$ cat src/rtl/aes_pkg.sv
// Shared AES datapath types, the GF(2^8) reduction constant and the xtime helper
// used by the iterative (Inv)MixColumns engine.
package aes_pkg;

   typedef logic [127:0] state_t;
   typedef logic [31:0]  column_t;

   localparam logic [7:0] GF_POLY = 8'h1B;

   typedef enum logic [1:0] {
      IDLE,
      BUSY,
      DONE
   } mc_fsm_t;

   // Multiply by x in GF(2^8), reducing by x^8 + x^4 + x^3 + x + 1.
   function automatic logic [7:0] xtime(input logic [7:0] b);
      return {b[6:0], 1'b0} ^ (b[7] ? GF_POLY : 8'h00);
   endfunction

endpackage

$ cat src/rtl/mix_column_unit.sv
// Combinational single-column MixColumns / InvMixColumns; row 0 is the MSB byte.
module mix_column_unit
   import aes_pkg::*;
(
   input  column_t col_in,
   input  logic    inverse,
   output column_t col_out
);

   logic [7:0] a   [4];
   logic [7:0] m2  [4];
   logic [7:0] m3  [4];
   logic [7:0] m9  [4];
   logic [7:0] mb  [4];
   logic [7:0] md  [4];
   logic [7:0] me  [4];
   logic [7:0] res [4];

   // Inverse coefficients are built from the chained xtime powers x2, x4, x8.
   always_comb begin
      for (int r = 0; r < 4; r++) begin
         logic [7:0] x2;
         logic [7:0] x4;
         logic [7:0] x8;
         a[r]  = col_in[31-8*r -: 8];
         x2    = xtime(a[r]);
         x4    = xtime(x2);
         x8    = xtime(x4);
         m2[r] = x2;
         m3[r] = x2 ^ a[r];
         m9[r] = x8 ^ a[r];
         mb[r] = x8 ^ x2 ^ a[r];
         md[r] = x8 ^ x4 ^ a[r];
         me[r] = x8 ^ x4 ^ x2;
      end
   end

   always_comb begin
      if (inverse) begin
         res[0] = me[0] ^ mb[1] ^ md[2] ^ m9[3];
         res[1] = m9[0] ^ me[1] ^ mb[2] ^ md[3];
         res[2] = md[0] ^ m9[1] ^ me[2] ^ mb[3];
         res[3] = mb[0] ^ md[1] ^ m9[2] ^ me[3];
      end else begin
         res[0] = m2[0] ^ m3[1] ^ a[2]  ^ a[3];
         res[1] = a[0]  ^ m2[1] ^ m3[2] ^ a[3];
         res[2] = a[0]  ^ a[1]  ^ m2[2] ^ m3[3];
         res[3] = m3[0] ^ a[1]  ^ a[2]  ^ m2[3];
      end
   end

   assign col_out = {res[0], res[1], res[2], res[3]};

endmodule

$ cat src/rtl/mix_columns_engine.sv
// Iterative (Inv)MixColumns engine, COLS_PER_CYCLE columns per clock, valid/ready on both sides.
// Optional MIX_COLUMNS_BYPASS_EN adds in_bypass, which passes the state through unchanged.
module mix_columns_engine
   import aes_pkg::*;
#(
   parameter int COLS_PER_CYCLE = 1
) (
   input  logic   clk,
   input  logic   rst,
   input  logic   in_valid,
   output logic   in_ready,
   input  state_t in_state,
   input  logic   in_inverse,
`ifdef MIX_COLUMNS_BYPASS_EN
   input  logic   in_bypass,
`endif
   output logic   out_valid,
   input  logic   out_ready,
   output state_t out_state,
   output logic   busy
);

   localparam int BEATS = 4 / COLS_PER_CYCLE;
   localparam logic [1:0] LAST_BEAT = 2'(BEATS - 1);

   generate
      if (COLS_PER_CYCLE != 1 && COLS_PER_CYCLE != 2 && COLS_PER_CYCLE != 4) begin : g_bad_cols
         $error("mix_columns_engine: COLS_PER_CYCLE must be 1, 2 or 4");
      end
   endgenerate

   mc_fsm_t    fsm_q, fsm_d;
   logic [1:0] cnt_q, cnt_d;
   logic       inv_q, inv_d;
   state_t     src_q, src_d;
   state_t     res_q, res_d;
   logic       bypass_now;

   column_t col_in  [COLS_PER_CYCLE];
   column_t col_out [COLS_PER_CYCLE];
   column_t col_res [COLS_PER_CYCLE];

`ifdef MIX_COLUMNS_BYPASS_EN
   logic bypass_q, bypass_d;
   assign bypass_now = bypass_q;
`else
   assign bypass_now = 1'b0;
`endif

   assign in_ready  = (fsm_q == IDLE) || ((fsm_q == DONE) && out_ready);
   assign out_valid = (fsm_q == DONE);
   assign busy      = (fsm_q == BUSY);
   assign out_state = res_q;

   // Select the columns belonging to the current beat from the captured state.
   always_comb begin
      for (int i = 0; i < COLS_PER_CYCLE; i++) begin
         col_in[i]  = src_q[127 - 32*(int'(cnt_q)*COLS_PER_CYCLE + i) -: 32];
         col_res[i] = bypass_now ? col_in[i] : col_out[i];
      end
   end

   generate
      for (genvar g = 0; g < COLS_PER_CYCLE; g++) begin : g_unit
         mix_column_unit u_unit (
            .col_in  (col_in[g]),
            .inverse (inv_q),
            .col_out (col_out[g])
         );
      end
   endgenerate

   always_comb begin
      fsm_d = fsm_q;
      cnt_d = cnt_q;
      inv_d = inv_q;
      src_d = src_q;
      res_d = res_q;
`ifdef MIX_COLUMNS_BYPASS_EN
      bypass_d = bypass_q;
`endif
      case (fsm_q)
         IDLE: begin
            if (in_valid) fsm_d = BUSY;
         end
         BUSY: begin
            for (int i = 0; i < COLS_PER_CYCLE; i++) begin
               res_d[127 - 32*(int'(cnt_q)*COLS_PER_CYCLE + i) -: 32] = col_res[i];
            end
            if (cnt_q == LAST_BEAT) begin
               cnt_d = 2'd0;
               fsm_d = DONE;
            end else begin
               cnt_d = cnt_q + 2'd1;
            end
         end
         DONE: begin
            if (out_ready) fsm_d = in_valid ? BUSY : IDLE;
         end
         default: fsm_d = IDLE;
      endcase

      // Capture happens in IDLE or on a back-to-back handshake in DONE.
      if (in_valid && in_ready) begin
         src_d = in_state;
         inv_d = in_inverse;
         cnt_d = 2'd0;
`ifdef MIX_COLUMNS_BYPASS_EN
         bypass_d = in_bypass;
`endif
      end
   end

   always_ff @(posedge clk or posedge rst) begin
      if (rst) begin
         fsm_q <= IDLE;
         cnt_q <= 2'd0;
         inv_q <= 1'b0;
         src_q <= '0;
         res_q <= '0;
      end else begin
         fsm_q <= fsm_d;
         cnt_q <= cnt_d;
         inv_q <= inv_d;
         src_q <= src_d;
         res_q <= res_d;
      end
   end

`ifdef MIX_COLUMNS_BYPASS_EN
   always_ff @(posedge clk or posedge rst) begin
      if (rst) bypass_q <= 1'b0;
      else     bypass_q <= bypass_d;
   end
`endif

endmodule

$ cat config.mk
export PLATFORM = sky130hd
export DESIGN_NAME = mix_columns_engine
export DESIGN_NICKNAME = d
export VERILOG_FILES = /design/src/rtl/aes_pkg.sv /design/src/rtl/mix_column_unit.sv /design/src/rtl/mix_columns_engine.sv
export SDC_FILE = /design/constraint.sdc
export NUM_CORES = 1
export LEC_CHECK = 0
export CORE_AREA = 3 3 142 178
export DETAILED_ROUTE_END_ITERATION = 12
export DIE_AREA = 0 0 145 181
export PLACE_DENSITY = 0.85
export SLEW_MARGIN = 15
export SYNTH_ARGS = -nofsm -noshare
export SYNTH_HDL_FRONTEND = slang
export SYNTH_SLANG_ARGS = --single-unit
$ cat constraint.sdc
create_clock -name clk -period 20.3 [get_ports clk]
set_input_delay 3.045 -clock clk [delete_from_list [all_inputs] [get_ports clk]]
set_output_delay 3.045 -clock clk [all_outputs]
set_load 0.05 [all_outputs]
* Yosys cells after proc, flatten, opt, wreduce, memory -nomap -nowiden
Cells that the tools add are included.
W data, S select, Z words.
** Word-level totals
- Flip-flop bits (word level) :: 261
- Bits in latches :: 0
- RAM bits :: 0
- Memory bits (read-only) :: 0
- Bits of input ports :: 133
- Output and inout port bits :: 131
- Logic and storage cells :: 109
- Memories :: 0
** Operators by class
- $add $sub $neg :: 3
- Multiply operators :: 0
- Div/mod/pow operators :: 0
- Magnitude comparators :: 0
- Equality and inequality tests :: 6
- Shift operators :: 3
- Multiplexer cells :: 22
- Bitwise logic cells :: 64
- Reductions and logical operators :: 6
** Operators by type and width (number)
- $xor A8 B8 Y8 :: 64
- $shift A32 B33 Y159 const A :: 1
- $shiftx A159 B8 Y32 :: 1
- $shiftx A32 B33 Y159 :: 1
- $bwmux W128 :: 1
- $mux W5 :: 12
- $neg A8 Y33 :: 1
- $mux W32 :: 1
- $mux W2 :: 6
- $sub A7 B7 Y8 const A :: 1
- $pmux W2 S3 :: 1
- $eq A2 B2 Y1 const B :: 2
- $ne A2 B1 Y1 const B :: 2
- $reduce_and A3 Y1 :: 1
- $add A2 B1 Y2 const B :: 1
- $eq A2 B1 Y1 const B :: 1
- $logic_and A1 B1 Y1 :: 2
- $logic_not A2 Y1 :: 1
- $ne A2 B2 Y1 const B :: 1
- $reduce_bool A2 Y1 :: 1
- $logic_or A1 B1 Y1 :: 1
- $mux W1 :: 1

* Longest topological paths before layout
- Depth after elaboration :: 16
- Depth in mapped cells :: 12
- Gate-level depth less buffers :: 7

* By module
A second synthesis with hierarchy kept.
** Unflattened totals
- Cells, all modules :: 1190
- Area, all modules :: 13609.3 um^2
** Modules (own cells, without submodules)
- mix_columns_engine :: instances 1, cells an instance 898, area an instance 10836.6 um^2, sequential area each 6531.3 um^2
- mix_column_unit :: instances 1, cells an instance 292, area an instance 2772.7 um^2, sequential area each 0.0 um^2

* Least setup slack after synthesis
No wires, ideal clock.
- Path type :: input port to output port
- Start :: in out_ready
- End :: out in_ready
- Data arrival time :: 3881 ps
- Required time :: 17255 ps
- Slack :: 13374 ps
- Stages :: 2
- Path buffers :: 0
- Cells stage by stage :: inv_1 > a21oi_1
** Between the ends
- Word-level cells in the longest chain between the ends :: 2
** Ends and longest elaborated chain
- start, declared :: RTL line mix_columns_engine.sv:18 : input logic out_ready,
- $logic_and A1 B1 Y1 :: RTL line mix_columns_engine.sv:50 : assign in_ready = (fsm_q == IDLE) || ((fsm_q == DONE) && out_ready);
- $logic_or A1 B1 Y1 :: RTL line mix_columns_engine.sv:50
- end, declared :: RTL line mix_columns_engine.sv:11 : output logic in_ready,
Every way passes these cells.

* Worst setup path after layout
Same ends and word-level chain as after synthesis.

==> qor.csv <==
metric,value,unit
status,"complete, no violations",
slew margin rel.,22.0,%
worst clock skew on the final layout,0.0148,ns
layout-stage area growth over the synthesis result,27.7,%
unrepaired setup endpoints after global routing,no,
synthesized area per cell,13.5,µm²
height of the die,181,µm
sequential cell area fraction in the yosys report,49.6,%
worst reg-to-reg path cell count,8,
buffer levels on the longest clock path,3,
critical path cell sequence,clkdlybuf4s50_1 -> inv_1 -> a21oi_1 -> clkdlybuf4s50_1,
total CTS buffers,26,
CTS sink count,261,
global-route total usage across every layer,24.2,%
H-tree depth reported by CTS,1,
cell mode on critical path,sky130_fd_sc_hd__clkdlybuf4s50_1,
number of hold violations in the final report,0,
overflow left after global routing,0,
"FF+latch count, synth",261,
required time at the worst-slack endpoint,17.26,ns
Post-CTS Hold Fix Bufs,0,
Initial Utilization,55.5,%
via count of the first global-routing pass,9064,
fraction of layout instances using a drive strength above 1,19.8,%
number of buffers added on ports,263,
Synth Cell Area,13200,µm²
die area,26200,µm²
FP Rows,63,
setup total negative slack,0,ns
pin count of the biggest net entering global routing,113,
maximum fanout encountered on the critical timing path,2,
root buffer selected by CTS,sky130_fd_sc_hd__clkbuf_16,
critical path's slowest cell,sky130_fd_sc_hd__clkdlybuf4s50_1,
last weighted congestion value of the routability-driven placer,0.879,
first-pass GRT wire length,50.9,mm
number of warnings reported in the yosys synthesis log,0,
number of violations reported at the end of detailed-routing iteration 0,496,
routed wire length,32.0,mm
antenna fix cells,0,
post-route DRC violation count,0,
Clock Pin Slew Worst Setup and Hold Paths,0.06,ns
number of instances in the synthesized netlist,971,
maximum single-stage delay on the critical path,0.83,ns
final number of setup-violating endpoints,0,
Critical Path Start Type,primary input,
final max-slew violation count,0,
Core Region,23700,µm²
post-cts gate resize count,0,
initial antenna violation count,0,
number of optimization iterations in the first detailed-route pass,4,
crit share post-route,37.6,%
Hold/Removal Path Class,reg -> reg,
Netlist cell types,40,
post-detailed-route via-to-cell ratio,5.55,
net total in the final layout,1346,
total of max-cap violations,0,
number of instances on the worst hold path,2,
arrival time of data at the critical path endpoint,4.58,ns
worst setup path class,in -> out,
number of fillers in the final layout,1608,
maximum frequency from static timing analysis,0.131,GHz
final antenna-violating net count,0,
minimum period implied by the final worst setup slack,7.63,ns
Setup crit end kind,primary output,
total vias in the final route,8611,
clock latency on the worst-skew pair,0.53,ns
average wire per cell in the routed design,20.6,µm
I/O Pins,264,
Die Span X,145,µm
setup fix buffers added after clock tree synthesis,0,
clock tree from TritonCTS,yes,
Mapped Nets,1108,
detailed placer's ending HPWL,23.5,mm
Worst-Margin Slew,1.16,ns
total area of multi-input combinational cells,6270,µm²
register area,6530,µm²
[worst paths after layout]
check / startpoint / endpoint / slack [ns]
worst max-delay path: out_ready / in_ready / 12.67
worst min-delay path: out_state[40] / out_state[40] / 0.48
worst max register to register: cnt_q[0] / out_state[43] / 16.12
worst min register to register: out_state[40] / out_state[40] / 0.48
max in group asynchronous: rst / src_q[71] / 14.93
min in group asynchronous: rst / fsm_q[0] / 3.05
[worst max-delay path, delay by kind of cell]
family	cells	cell delay (ns)
buffers and inverters	3	1.34
AOI/OAI and AO/OA	1	0.19
[cells by family (layout without fill, tap and decap cells)]
group,Yosys count,count (layout),share of synthesized area [%]
AO/OA/AOI/OAI,140,140,6.65
XOR/XNOR,207,207,19.7
adder cells (fa/ha/maj),4,4,0.380
buffers and inverters,68,324,2.79
flip-flops,261,261,49.6
multiplexers,165,165,17.0
AND/OR/NAND/NOR,126,126,3.81
[synthesized netlist by cell type (all sizes together)]
cell	instances	area (µm²)
dfrtp	261	6530
xnor2	139	1460
mux2	128	1440
nand2	106	400
o21ai	91	459
a22o	41	359
clkbuf	36	135
xor2	33	334
mux4	32	743
buf	26	209
xnor3	24	543
xor3	11	263
nor2	7	26.3
a21oi	6	41.3
mux2i	5	50.1
nor3	5	25.0
ha	4	50.1
inv	4	15.0
nand4	4	25.0
clkinv	2	7.51
nand2b	2	12.5
and2	1	6.26
nor2b	1	6.26
o21a	1	7.51
o21bai	1	7.51
[placed cells by master, fill, tap and decap left out, types with 4 or more instances in the layout]
| master | synthesis | final |
|---|---|---|
| sky130_fd_sc_hd__nor2_1 | 7 | 7 |
| sky130_fd_sc_hd__o21ai_0 | 29 | 29 |
| sky130_fd_sc_hd__ha_1 | 4 | 4 |
| sky130_fd_sc_hd__xor3_1 | 10 | 10 |
| sky130_fd_sc_hd__mux4_2 | 26 | 26 |
| sky130_fd_sc_hd__xnor3_1 | 22 | 22 |
| sky130_fd_sc_hd__xnor2_1 | 113 | 113 |
| sky130_fd_sc_hd__dfrtp_1 | 261 | 259 |
| sky130_fd_sc_hd__mux2_2 | 128 | 128 |
| sky130_fd_sc_hd__xnor2_2 | 22 | 22 |
| sky130_fd_sc_hd__mux2i_1 | 5 | 5 |
| sky130_fd_sc_hd__clkdlybuf4s50_1 | 0 | 263 |
| sky130_fd_sc_hd__clkbuf_16 | 0 | 27 |
| sky130_fd_sc_hd__a22o_1 | 41 | 41 |
| sky130_fd_sc_hd__clkbuf_1 | 36 | 9 |
| sky130_fd_sc_hd__xnor2_4 | 4 | 4 |
| sky130_fd_sc_hd__xor2_1 | 30 | 30 |
| sky130_fd_sc_hd__nand2_1 | 105 | 105 |
| sky130_fd_sc_hd__mux4_1 | 6 | 6 |
| sky130_fd_sc_hd__buf_4 | 8 | 9 |
| sky130_fd_sc_hd__clkbuf_8 | 0 | 4 |
| sky130_fd_sc_hd__o21ai_1 | 61 | 61 |
| sky130_fd_sc_hd__nand4_1 | 4 | 4 |
[per-layer routing]
metal | wire length, µm | share of wire (%) | global-route usage (%) | up-vias
met3 | 2320 | 7.2 | 5.14 | 60
met1 | 12400 | 39 | 30.5 | 4366
met4 | 732 | 2.3 | 6.08 | 0
li1 | - | - | - | 3859
met5 | 0 | 0 | 0 | -
met2 | 16600 | 52 | 43.0 | 326
[registers in the layout, summed over array words and instances (netlist names)]
register   flops
src_q        128
fsm_q          2
inv_q          1
cnt_q          2
out_state    128
[area by class of cell]
class                      instances  area share, %
clock inverter                     6          0.559
multi-input combinational        642           37.3
timing repair buffer             272           16.1
sequential                       261           38.9
tap                              325           2.42
inverter                           6          0.179
clock buffer                      40           4.55
[stage by stage]
stage	area (µm²)	hold slack [ns]	utilization (%)	setup slack [ns]	std cells
finish	16800	0.480	70.8	12.67	1552
global route	16800	0.506	70.8	12.62	1552
CTS	16800	0.483	70.8	12.67	1552
detailed placement	15900	0.469	67.1	12.67	1506
global placement	15900	0.462	67.1	12.70	1506
floorplan	13200	0.472	-	10.07	971
Power is not shown: default switching activity piles up to over one toggle a cycle in this logic, so the estimate is an artifact.
